File: src/rtl/image_parallel_processing_mem_arbiter_pkg.sv
// rtl/image_parallel_processing_mem_arbiter_pkg.sv - shared widths, depth and master index type
package image_parallel_processing_mem_arbiter_pkg;
   localparam int ADDR_W_DEF = 17;
   localparam int DATA_W_DEF = 32;
   localparam int DEPTH_DEF  = 120000;

   typedef enum logic {MST_M0 = 1'b0, MST_M1 = 1'b1} master_idx_t;

   typedef struct packed {
      logic        valid;
      master_idx_t owner;
      logic        oor;
   } pending_t;
endpackage

File: src/rtl/image_parallel_processing_mem_arbiter_if.sv
// rtl/image_parallel_processing_mem_arbiter_if.sv - one master's memory-mapped access port
interface image_parallel_processing_mem_arbiter_if
   import image_parallel_processing_mem_arbiter_pkg::*;
#(
   parameter int ADDR_W = ADDR_W_DEF,
   parameter int DATA_W = DATA_W_DEF
);
   logic [ADDR_W-1:0]   address;
   logic [DATA_W/8-1:0] byteenable;
   logic                read;
   logic                write;
   logic [DATA_W-1:0]   writedata;
   logic [DATA_W-1:0]   readdata;
   logic                readdatavalid;
   logic                waitrequest;

   modport master (
      output address, byteenable, read, write, writedata,
      input  readdata, readdatavalid, waitrequest
   );

   modport slave (
      input  address, byteenable, read, write, writedata,
      output readdata, readdatavalid, waitrequest
   );
endinterface

File: src/rtl/image_parallel_processing_rr_arbiter2.sv
// rtl/image_parallel_processing_rr_arbiter2.sv - two-requester round-robin grant with last_grant pointer
module image_parallel_processing_rr_arbiter2
   import image_parallel_processing_mem_arbiter_pkg::*;
(
   input  logic        clk,
   input  logic        reset_n,
   input  logic [1:0]  req,
   output logic [1:0]  grant,
   output master_idx_t grant_idx
);
   master_idx_t last_grant;

   always_comb begin
      grant_idx = MST_M0;
      if (req == 2'b11) begin
         grant_idx = (last_grant == MST_M0) ? MST_M1 : MST_M0;
      end else if (req[1]) begin
         grant_idx = MST_M1;
      end
      grant = 2'b00;
      if (req != 2'b00) begin
         grant = (grant_idx == MST_M1) ? 2'b10 : 2'b01;
      end
   end

   // Reset to m1 so that m0 wins the first tie.
   always_ff @(posedge clk or negedge reset_n) begin
      if (!reset_n) begin
         last_grant <= MST_M1;
      end else if (req != 2'b00) begin
         last_grant <= grant_idx;
      end
   end
endmodule

File: src/rtl/image_parallel_processing_mem_arbiter.sv
// rtl/image_parallel_processing_mem_arbiter.sv - two-master arbiter onto a single-port RAM
module image_parallel_processing_mem_arbiter
   import image_parallel_processing_mem_arbiter_pkg::*;
#(
   parameter int ADDR_W = ADDR_W_DEF,
   parameter int DATA_W = DATA_W_DEF,
   parameter int DEPTH  = DEPTH_DEF
)(
   input  logic                clk,
   input  logic                reset_n,
   image_parallel_processing_mem_arbiter_if.slave m0,
   image_parallel_processing_mem_arbiter_if.slave m1,
   output logic [ADDR_W-1:0]   ram_address,
   output logic [DATA_W/8-1:0] ram_byteenable,
   output logic [DATA_W-1:0]   ram_writedata,
   output logic                ram_chipselect,
   output logic                ram_write,
   output logic                ram_clken,
   input  logic [DATA_W-1:0]   ram_readdata,
   output logic [15:0]         err_count
);
   localparam logic [ADDR_W:0] DEPTH_L = (ADDR_W+1)'(DEPTH);

   logic [1:0]  req;
   logic [1:0]  grant;
   master_idx_t grant_idx;
   logic        any_grant;
   logic        sel_write;
   logic        in_range;
   pending_t    pend;

   // Requests are masked in reset so nothing reaches the RAM or the pointer.
   assign req[0] = reset_n & (m0.read | m0.write);
   assign req[1] = reset_n & (m1.read | m1.write);

   image_parallel_processing_rr_arbiter2 u_arb (
      .clk       (clk),
      .reset_n   (reset_n),
      .req       (req),
      .grant     (grant),
      .grant_idx (grant_idx)
   );

   assign any_grant      = |grant;
   assign ram_address    = grant[1] ? m1.address    : m0.address;
   assign ram_byteenable = grant[1] ? m1.byteenable : m0.byteenable;
   assign ram_writedata  = grant[1] ? m1.writedata  : m0.writedata;
   assign sel_write      = grant[1] ? m1.write      : m0.write;
   assign in_range       = {1'b0, ram_address} < DEPTH_L;

   assign ram_write      = any_grant & sel_write;
   assign ram_chipselect = any_grant & in_range;
   assign ram_clken      = 1'b1;

   assign m0.waitrequest = ~reset_n | (req[0] & ~grant[0]);
   assign m1.waitrequest = ~reset_n | (req[1] & ~grant[1]);

   always_ff @(posedge clk or negedge reset_n) begin
      if (!reset_n) begin
         pend <= '{valid: 1'b0, owner: MST_M0, oor: 1'b0};
      end else begin
         pend.valid <= any_grant & ~sel_write;
         pend.owner <= grant_idx;
         pend.oor   <= ~in_range;
      end
   end

   assign m0.readdatavalid = pend.valid & (pend.owner == MST_M0);
   assign m1.readdatavalid = pend.valid & (pend.owner == MST_M1);
   assign m0.readdata = (m0.readdatavalid && !pend.oor) ? ram_readdata : '0;
   assign m1.readdata = (m1.readdatavalid && !pend.oor) ? ram_readdata : '0;

   always_ff @(posedge clk or negedge reset_n) begin
      if (!reset_n) begin
         err_count <= 16'h0000;
      end else if (any_grant && !in_range && err_count != 16'hFFFF) begin
         err_count <= err_count + 16'h0001;
      end
   end
endmodule

File: src/flat_wrapper.sv
// flat-port wrapper written by rule: the top's interface ports become plain ports
module image_parallel_processing_mem_arbiter_flat import image_parallel_processing_mem_arbiter_pkg::*;
#(
   parameter int ADDR_W = ADDR_W_DEF,
   parameter int DATA_W = DATA_W_DEF,
   parameter int DEPTH  = DEPTH_DEF
)
  (clk, reset_n, ram_address, ram_byteenable, ram_writedata, ram_chipselect, ram_write, ram_clken, ram_readdata, err_count, m0_address, m0_byteenable, m0_read, m0_write, m0_writedata, m0_readdata, m0_readdatavalid, m0_waitrequest, m1_address, m1_byteenable, m1_read, m1_write, m1_writedata, m1_readdata, m1_readdatavalid, m1_waitrequest);
  image_parallel_processing_mem_arbiter_if #(.ADDR_W(ADDR_W), .DATA_W(DATA_W)) m0_i ();
  image_parallel_processing_mem_arbiter_if #(.ADDR_W(ADDR_W), .DATA_W(DATA_W)) m1_i ();
  input  logic clk;
  input  logic reset_n;
  output logic [ADDR_W-1:0] ram_address;
  output logic [DATA_W/8-1:0] ram_byteenable;
  output logic [DATA_W-1:0] ram_writedata;
  output logic ram_chipselect;
  output logic ram_write;
  output logic ram_clken;
  input  logic [DATA_W-1:0] ram_readdata;
  output logic [15:0] err_count;
  input wire logic [$bits(m0_i.address)-1:0] m0_address;
  input wire logic [$bits(m0_i.byteenable)-1:0] m0_byteenable;
  input wire logic [$bits(m0_i.read)-1:0] m0_read;
  input wire logic [$bits(m0_i.write)-1:0] m0_write;
  input wire logic [$bits(m0_i.writedata)-1:0] m0_writedata;
  output wire logic [$bits(m0_i.readdata)-1:0] m0_readdata;
  output wire logic [$bits(m0_i.readdatavalid)-1:0] m0_readdatavalid;
  output wire logic [$bits(m0_i.waitrequest)-1:0] m0_waitrequest;
  input wire logic [$bits(m1_i.address)-1:0] m1_address;
  input wire logic [$bits(m1_i.byteenable)-1:0] m1_byteenable;
  input wire logic [$bits(m1_i.read)-1:0] m1_read;
  input wire logic [$bits(m1_i.write)-1:0] m1_write;
  input wire logic [$bits(m1_i.writedata)-1:0] m1_writedata;
  output wire logic [$bits(m1_i.readdata)-1:0] m1_readdata;
  output wire logic [$bits(m1_i.readdatavalid)-1:0] m1_readdatavalid;
  output wire logic [$bits(m1_i.waitrequest)-1:0] m1_waitrequest;
  assign m0_i.address = m0_address;
  assign m0_i.byteenable = m0_byteenable;
  assign m0_i.read = m0_read;
  assign m0_i.write = m0_write;
  assign m0_i.writedata = m0_writedata;
  assign m0_readdata = m0_i.readdata;
  assign m0_readdatavalid = m0_i.readdatavalid;
  assign m0_waitrequest = m0_i.waitrequest;
  assign m1_i.address = m1_address;
  assign m1_i.byteenable = m1_byteenable;
  assign m1_i.read = m1_read;
  assign m1_i.write = m1_write;
  assign m1_i.writedata = m1_writedata;
  assign m1_readdata = m1_i.readdata;
  assign m1_readdatavalid = m1_i.readdatavalid;
  assign m1_waitrequest = m1_i.waitrequest;
  image_parallel_processing_mem_arbiter #(.ADDR_W(ADDR_W), .DATA_W(DATA_W), .DEPTH(DEPTH)) u_core (.clk(clk), .reset_n(reset_n), .m0(m0_i), .m1(m1_i), .ram_address(ram_address), .ram_byteenable(ram_byteenable), .ram_writedata(ram_writedata), .ram_chipselect(ram_chipselect), .ram_write(ram_write), .ram_clken(ram_clken), .ram_readdata(ram_readdata), .err_count(err_count));
endmodule
File: config.mk
export PLATFORM = sky130hd
export DESIGN_NAME = image_parallel_processing_mem_arbiter_flat
export DESIGN_NICKNAME = d
export VERILOG_FILES = /design/src/rtl/image_parallel_processing_mem_arbiter_pkg.sv /design/src/rtl/image_parallel_processing_mem_arbiter_if.sv /design/src/rtl/image_parallel_processing_rr_arbiter2.sv /design/src/rtl/image_parallel_processing_mem_arbiter.sv /design/src/flat_wrapper.sv
export SDC_FILE = /design/constraint.sdc
export NUM_CORES = 1
export LEC_CHECK = 0
export CAP_MARGIN = 15
export CELL_PAD_IN_SITES_DETAIL_PLACEMENT = 1
export CELL_PAD_IN_SITES_GLOBAL_PLACEMENT = 1
export CORE_MARGIN = 2
export CORE_UTILIZATION = 16
export CTS_CLUSTER_DIAMETER = 150
export DETAILED_ROUTE_END_ITERATION = 8
export PLACE_DENSITY_LB_ADDON = 0.05
export SYNTH_ARGS = -nofsm -noshare
export SYNTH_HDL_FRONTEND = slang
export SYNTH_SLANG_ARGS = --single-unit
export TNS_END_PERCENT = 5
File: constraint.sdc
create_clock -name clk -period 2.05 [get_ports clk]
set_input_delay 0.41 -clock clk [delete_from_list [all_inputs] [get_ports clk]]
set_output_delay 0.41 -clock clk [all_outputs]
set_load 0.1 [all_outputs]
Word level (Yosys, flattened, before mapping). Cells that the tools add are included.

Register bits: 20. Logic and storage cells: 47. Input bits: 144. Output and inout port bits: 140.

Equal/unequal tests: 2. Reduce and logical (&&, ||, !) cells: 8. Multiplexer cells: 11. Bitwise gates (word level): 19. $lt $le $gt $ge: 1. Add/sub/neg operators: 1.

Operators by type and width (count): 32-bit 2-to-1 mux (3); 17-bit < comparator, second input constant (1); 17-bit 2-to-1 mux (1); 16-bit by 1-bit adder with 16-bit output, second input constant (1); 16-bit != test, second input constant (1); 1-bit AND (9); 1-bit NOT (6); 1-bit logical AND (4); 1-bit 2-to-1 mux (4); 2-bit 2-to-1 mux (2); 4-bit 2-to-1 mux (1); 1-bit OR (4); 2-bit == test, second input constant (1); 1-bit zero test (2); 2-bit nonzero test (1); 2-bit OR reduction (1).

Longest topological paths before layout.
Depth in word-level cells: 11. Depth in mapped cells: 7. Mapped depth without buffers: 6.

Cells and area by module. A second synthesis with hierarchy kept.

Cells, all modules: 246. Area, all modules: 2144.6 um^2.

Modules (own cells, without submodules): image_parallel_processing_mem_arbiter (sequential area each 475.5 um^2, area each 2083.2 um^2, cells each 239, instances 1); image_parallel_processing_rr_arbiter2 (sequential area each 26.3 um^2, area each 61.3 um^2, cells each 7, instances 1).

Least setup slack after synthesis. Ideal clock, no wire load.

Path type: input to output. Start point: input m0_write. End point: output m0_waitrequest. Data required time: 1640 ps. Arrival time: 3081 ps. Buffers on the path: 1. Stages on the path: 5. Path slack: -1441 ps. Cell sequence: o21ai_1 -> and2_4 -> buf_4 -> inv_1 -> o21ai_0.

Word-level cells in the longest chain between the ends: 9. Elaborated cells on any way between the ends: 10. Those cells by class: 1 x eq/ne; 3 x mux; 5 x bitwise; 1 x reduce/logical.

RTL lines: from (decl) (RTL line flat_wrapper.sv:24) `input wire logic [$bits(m0_i.write)-1:0] m0_write;`; 1-bit OR * (RTL line image_parallel_processing_mem_arbiter.sv:33) `assign req[0] = reset_n & (m0.read | m0.write);`; 1-bit AND * (RTL line image_parallel_processing_mem_arbiter.sv:33); 2-bit == test (RTL line image_parallel_processing_rr_arbiter2.sv:15) `if (req == 2'b11) begin`; 1-bit 2-to-1 mux (RTL line image_parallel_processing_rr_arbiter2.sv:15); 2-bit 2-to-1 mux (RTL line image_parallel_processing_rr_arbiter2.sv:22) `grant = (grant_idx == MST_M1) ? 2'b10 : 2'b01;`; 2-bit 2-to-1 mux (RTL line image_parallel_processing_rr_arbiter2.sv:21) `if (req != 2'b00) begin`; 1-bit NOT (RTL line image_parallel_processing_mem_arbiter.sv:55) `assign m0.waitrequest = ~reset_n | (req[0] & ~grant[0]);`; 1-bit AND * (RTL line image_parallel_processing_mem_arbiter.sv:55); 1-bit OR * (RTL line image_parallel_processing_mem_arbiter.sv:55); to (decl) (RTL line flat_wrapper.sv:28) `output wire logic [$bits(m0_i.waitrequest)-1:0] m0_waitrequest;`.

Every way passes the cells marked *; elsewhere a longest branch is shown, timed or not.

Worst setup path in the final report.
Start point: register u_core.u_arb.last_grant. End point: output ram_writedata[15].

Word-level cells in the longest chain between the ends: 5.

RTL lines: from (decl) (RTL line image_parallel_processing_rr_arbiter2.sv:11) `master_idx_t last_grant;`; from (signal assigned) (RTL line image_parallel_processing_rr_arbiter2.sv:31) `last_grant <= grant_idx;`; 1-bit 2-to-1 mux (RTL line image_parallel_processing_rr_arbiter2.sv:16) `grant_idx = (last_grant == MST_M0) ? MST_M1 : MST_M0;`; 1-bit 2-to-1 mux (RTL line image_parallel_processing_rr_arbiter2.sv:15); 2-bit 2-to-1 mux (RTL line image_parallel_processing_rr_arbiter2.sv:22); 2-bit 2-to-1 mux (RTL line image_parallel_processing_rr_arbiter2.sv:21); 32-bit 2-to-1 mux (RTL line image_parallel_processing_mem_arbiter.sv:47) `assign ram_writedata = grant[1] ? m1.writedata : m0.writedata;`; to (decl) (RTL line flat_wrapper.sv:15) `output logic [DATA_W-1:0] ram_writedata;`.

No other way between the ends.

==> results.yml <==
cts:
  cts_buffers: 3
  clk_latency_ps: 260
  htree_levels: 1
  cts_tree: "yes"
  clk_pin_slew_worst_paths_ps: 60
  clock_path_buffers: 2
  cts_root_buf: "clkbuf_16"
  hold_buffers: 0
  cts_sinks: 20
flow_run:
  cap_violations: 0
placement:
  placed_cells_incl_taps: 730
  gp_congestion: 0.7692
  io_buffers: 282
  dp_hpwl_um: 12460
yosys:
  ys_warn_count: 0
  muxShareOfSynthArea: 0.2246
  synth_nets: 406
  synthXorXnorAreaFrac: 0.05969
  synth-seq-cells: 20
  synth_top_family_by_area: "simple AND/OR/NAND/NOR gates"
  yosysTopAreaCell: "dfrtp_1"
  synth_compound_area_frac: 0.04548
  syn_area_um2: 2201
  synthSimpleGateAreaFrac: 0.3809
  synth-adder-area-share: 0.005685
  ys_seq_area_frac: 0.2280
  syn_inst: 261
  synth_top_area_frac: 0.2160
  yosys-top-cells-area: "dfrtp_1 (22%), mux2_2 (21%), and2_1 (19%)"
  postSynthAreaPerCell_um2: 8.432
  yosys.cell_types.count: 40
sta:
  fin_crit_sh: 1.108
  worst_pin_slew_ps: 562.9
  max_slew_margin: 0.6235
  rsz0062_at_grt: "yes"
  finalWorstSetupSlack_ps: -221.1
  fin_worst_skew_ps: 1.429
  fin_crit_ps: 2271
  hold_viol_final: 0
  setup_viol: 56
  slew_violations: 0
  fmax_mhz: 440.3
global_route:
  grt_usage: 0.1956
  grt_overflow: 0
  grt_pass1_wl_um: 21830
  antenna_found_initial: 0
  grt_max_degree: 33
  grt_pass1_vias: 3484
worst_setup_path:
  cp-start-kind: "flop"
  crit_type: "flop to output pin"
  cp-end-kind: "output pin"
  path_max_fanout: 4
  worstPathArrival_ps: 1860
  crit_required_ps: 1640
power_and_ir_drop:
  ir_drop_uv: 754.6
  p_leak_nw: 2.991
  power.density_nw_per_um2: 569.6
  p_total_mw: 3.992
floorplan:
  ioPinCount: 284
  rows: 42
  core_um2: 13350
  die_area_um2: 14710
  die-width_um: 121.3
  start_util: 0.1649
  die-height_um: 121.3
route:
  drc: 0
  routed_wl_um: 14610
  dr.pass1.iters: 4
  viasPerCell: 4.230
  wl_per_cell_um: 19.63
  dr_total_vias: 3147
  drt_iter0_drc: 63
  postRouteAntennaNets: 0
finish:
  synthToLayoutAreaGrowth_pct: 218.4
  drive_gt1_frac: 0.4577
  antenna_cells: 0
  final_cells: 744
  nets: 714
outcome:
  run_status: "complete, but fails checks"
  violations: "negative setup slack"
worst_hold_path:
  hp-class: "input pin to async pin"
layout by cell type (no fill, tap or decap), types with 3 or more instances in the layout:
cell type	n
buf_6	5
nand4_1	8
nor2_1	7
nand3_2	4
nand2_2	12
and2_1	67
clkdlybuf4s50_1	138
buf_12	131
nand3_1	5
clkdlybuf4s15_1	3
xnor2_1	15
clkbuf_16	3
mux2_2	18
dfrtp_1	17
nand2_1	29
buf_4	39
a21oi_1	3
mux2_4	24
synth_stat cells:
master    number
o21ai_1        1
o41ai_4        1
a32o_1         1
ha_1           1
nand2_2        1
nand3_2        4
and3b_1        1
buf_6          2
xnor2_1       15
nor3b_1        1
nor4_1         1
buf_8          1
and3_2         2
nor2_1         9
inv_1          1
dfstp_2        1
and4_2         1
a21oi_1        3
mux2_1         1
o21ai_0        4
buf_4          6
dfrtp_1       19
nand4b_1       1
and2_1        67
mux2_2        42
nand4_1        8
clkbuf_1       6
nand4_2        1
and2_4         1
nor2b_1        2
nor3_1         1
nand2_1       40
mux2i_1        1
nand3_1        5
a211oi_1       2
or2_2          1
buf_2          2
conb_1         1
and3_1         2
o21a_1         1
routing by layer:
| metal | GRT usage | share of wire | wire (um) |
|---|---|---|---|
| met3 | 0.05498 | 0.085 | 1245 |
| met4 | 0.02802 | 0.0087 | 127 |
| met1 | 0.2210 | 0.37 | 5470 |
| met5 | 0 | 0 | 0 |
| met2 | 0.3701 | 0.53 | 7763 |
metrics by stage:
stage | setup TNS (ps) | setup WS, ps | utilization | hold slack (ps) | area, um^2
2_1_floorplan | -8099 | -317.9 | - | 114.4 | 2217
3_3_place_gp | -26680 | -404.9 | 0.4964 | 454.5 | 6626
3_5_place_dp | -28060 | -429.7 | 0.4964 | 454.5 | 6626
4_1_cts | -8961 | -234.7 | 0.5241 | 413.9 | 6995
5_1_grt | -12180 | -269.7 | 0.5250 | 422.2 | 7008
6_report | -9597 | -221.1 | 0.5250 | 385.9 | 7008
sequential cells by signal, summed over array words and instances (netlist names):
name                     count
u_core.err_count            16
u_core.pend                  3
u_core.u_arb.last_grant      1
final timing paths:
check                                              from                       to  slack [ps]  cells past startpoint
min in group clk                u_core.u_arb.last_grant  u_core.u_arb.last_grant         470                      2
worst min-delay path                            reset_n     u_core.err_count[13]         390                      3
worst max register to register  u_core.u_arb.last_grant      u_core.err_count[1]         110                      8
max in group asynchronous                       reset_n  u_core.u_arb.last_grant        1380                      3
worst max-delay path            u_core.u_arb.last_grant        ram_writedata[15]        -220                      7
worst min register to register  u_core.u_arb.last_grant  u_core.u_arb.last_grant         470                      2
report_power, final:
| part | total (mW) | internal (mW) | leakage, nW | switching, mW |
|---|---|---|---|---|
| clock | 0.453 | 0.298 | 0.0442 | 0.155 |
| combinational | 3.06 | 1.18 | 2.68 | 1.88 |
| sequential | 0.475 | 0.437 | 0.267 | 0.0388 |
| total | 3.99 | 1.92 | 2.99 | 2.07 |
worst max-delay path, cell delays in order, from the launching register on:
cell and delay, ps:
dfstp_2 540, o21ai_2 60, and2_4 180, buf_12 120, buf_8 120, buf_12 120, mux2_2 290, buf_12 170
kinds of logic after synthesis:
| group | after synthesis |
|---|---|
| multiplexers | 44 |
| XOR/XNOR | 15 |
| other | 1 |
| AND/OR/NAND/NOR | 149 |
| adder cells (fa/ha/maj) | 1 |
| flip-flops | 20 |
| AO/OA/AOI/OAI | 13 |
| buffers and inverters | 18 |
area by class of cell:
class	count	area, um^2
clock buffers	4	88.84
fillers	1428	6340
inverters	1	6.256
multi-input cells	223	1743
flip-flops and latches	20	504.2
well taps	176	220.2
repair buffers	320	4446
repair_timing:
action,CTS,global route
pin swaps,15,6
resized for setup,63,3
buffers inserted,8,0
endpoints found under the setup margin,73,65
gates cloned,2,0
(Power assumes the default switching activity.)
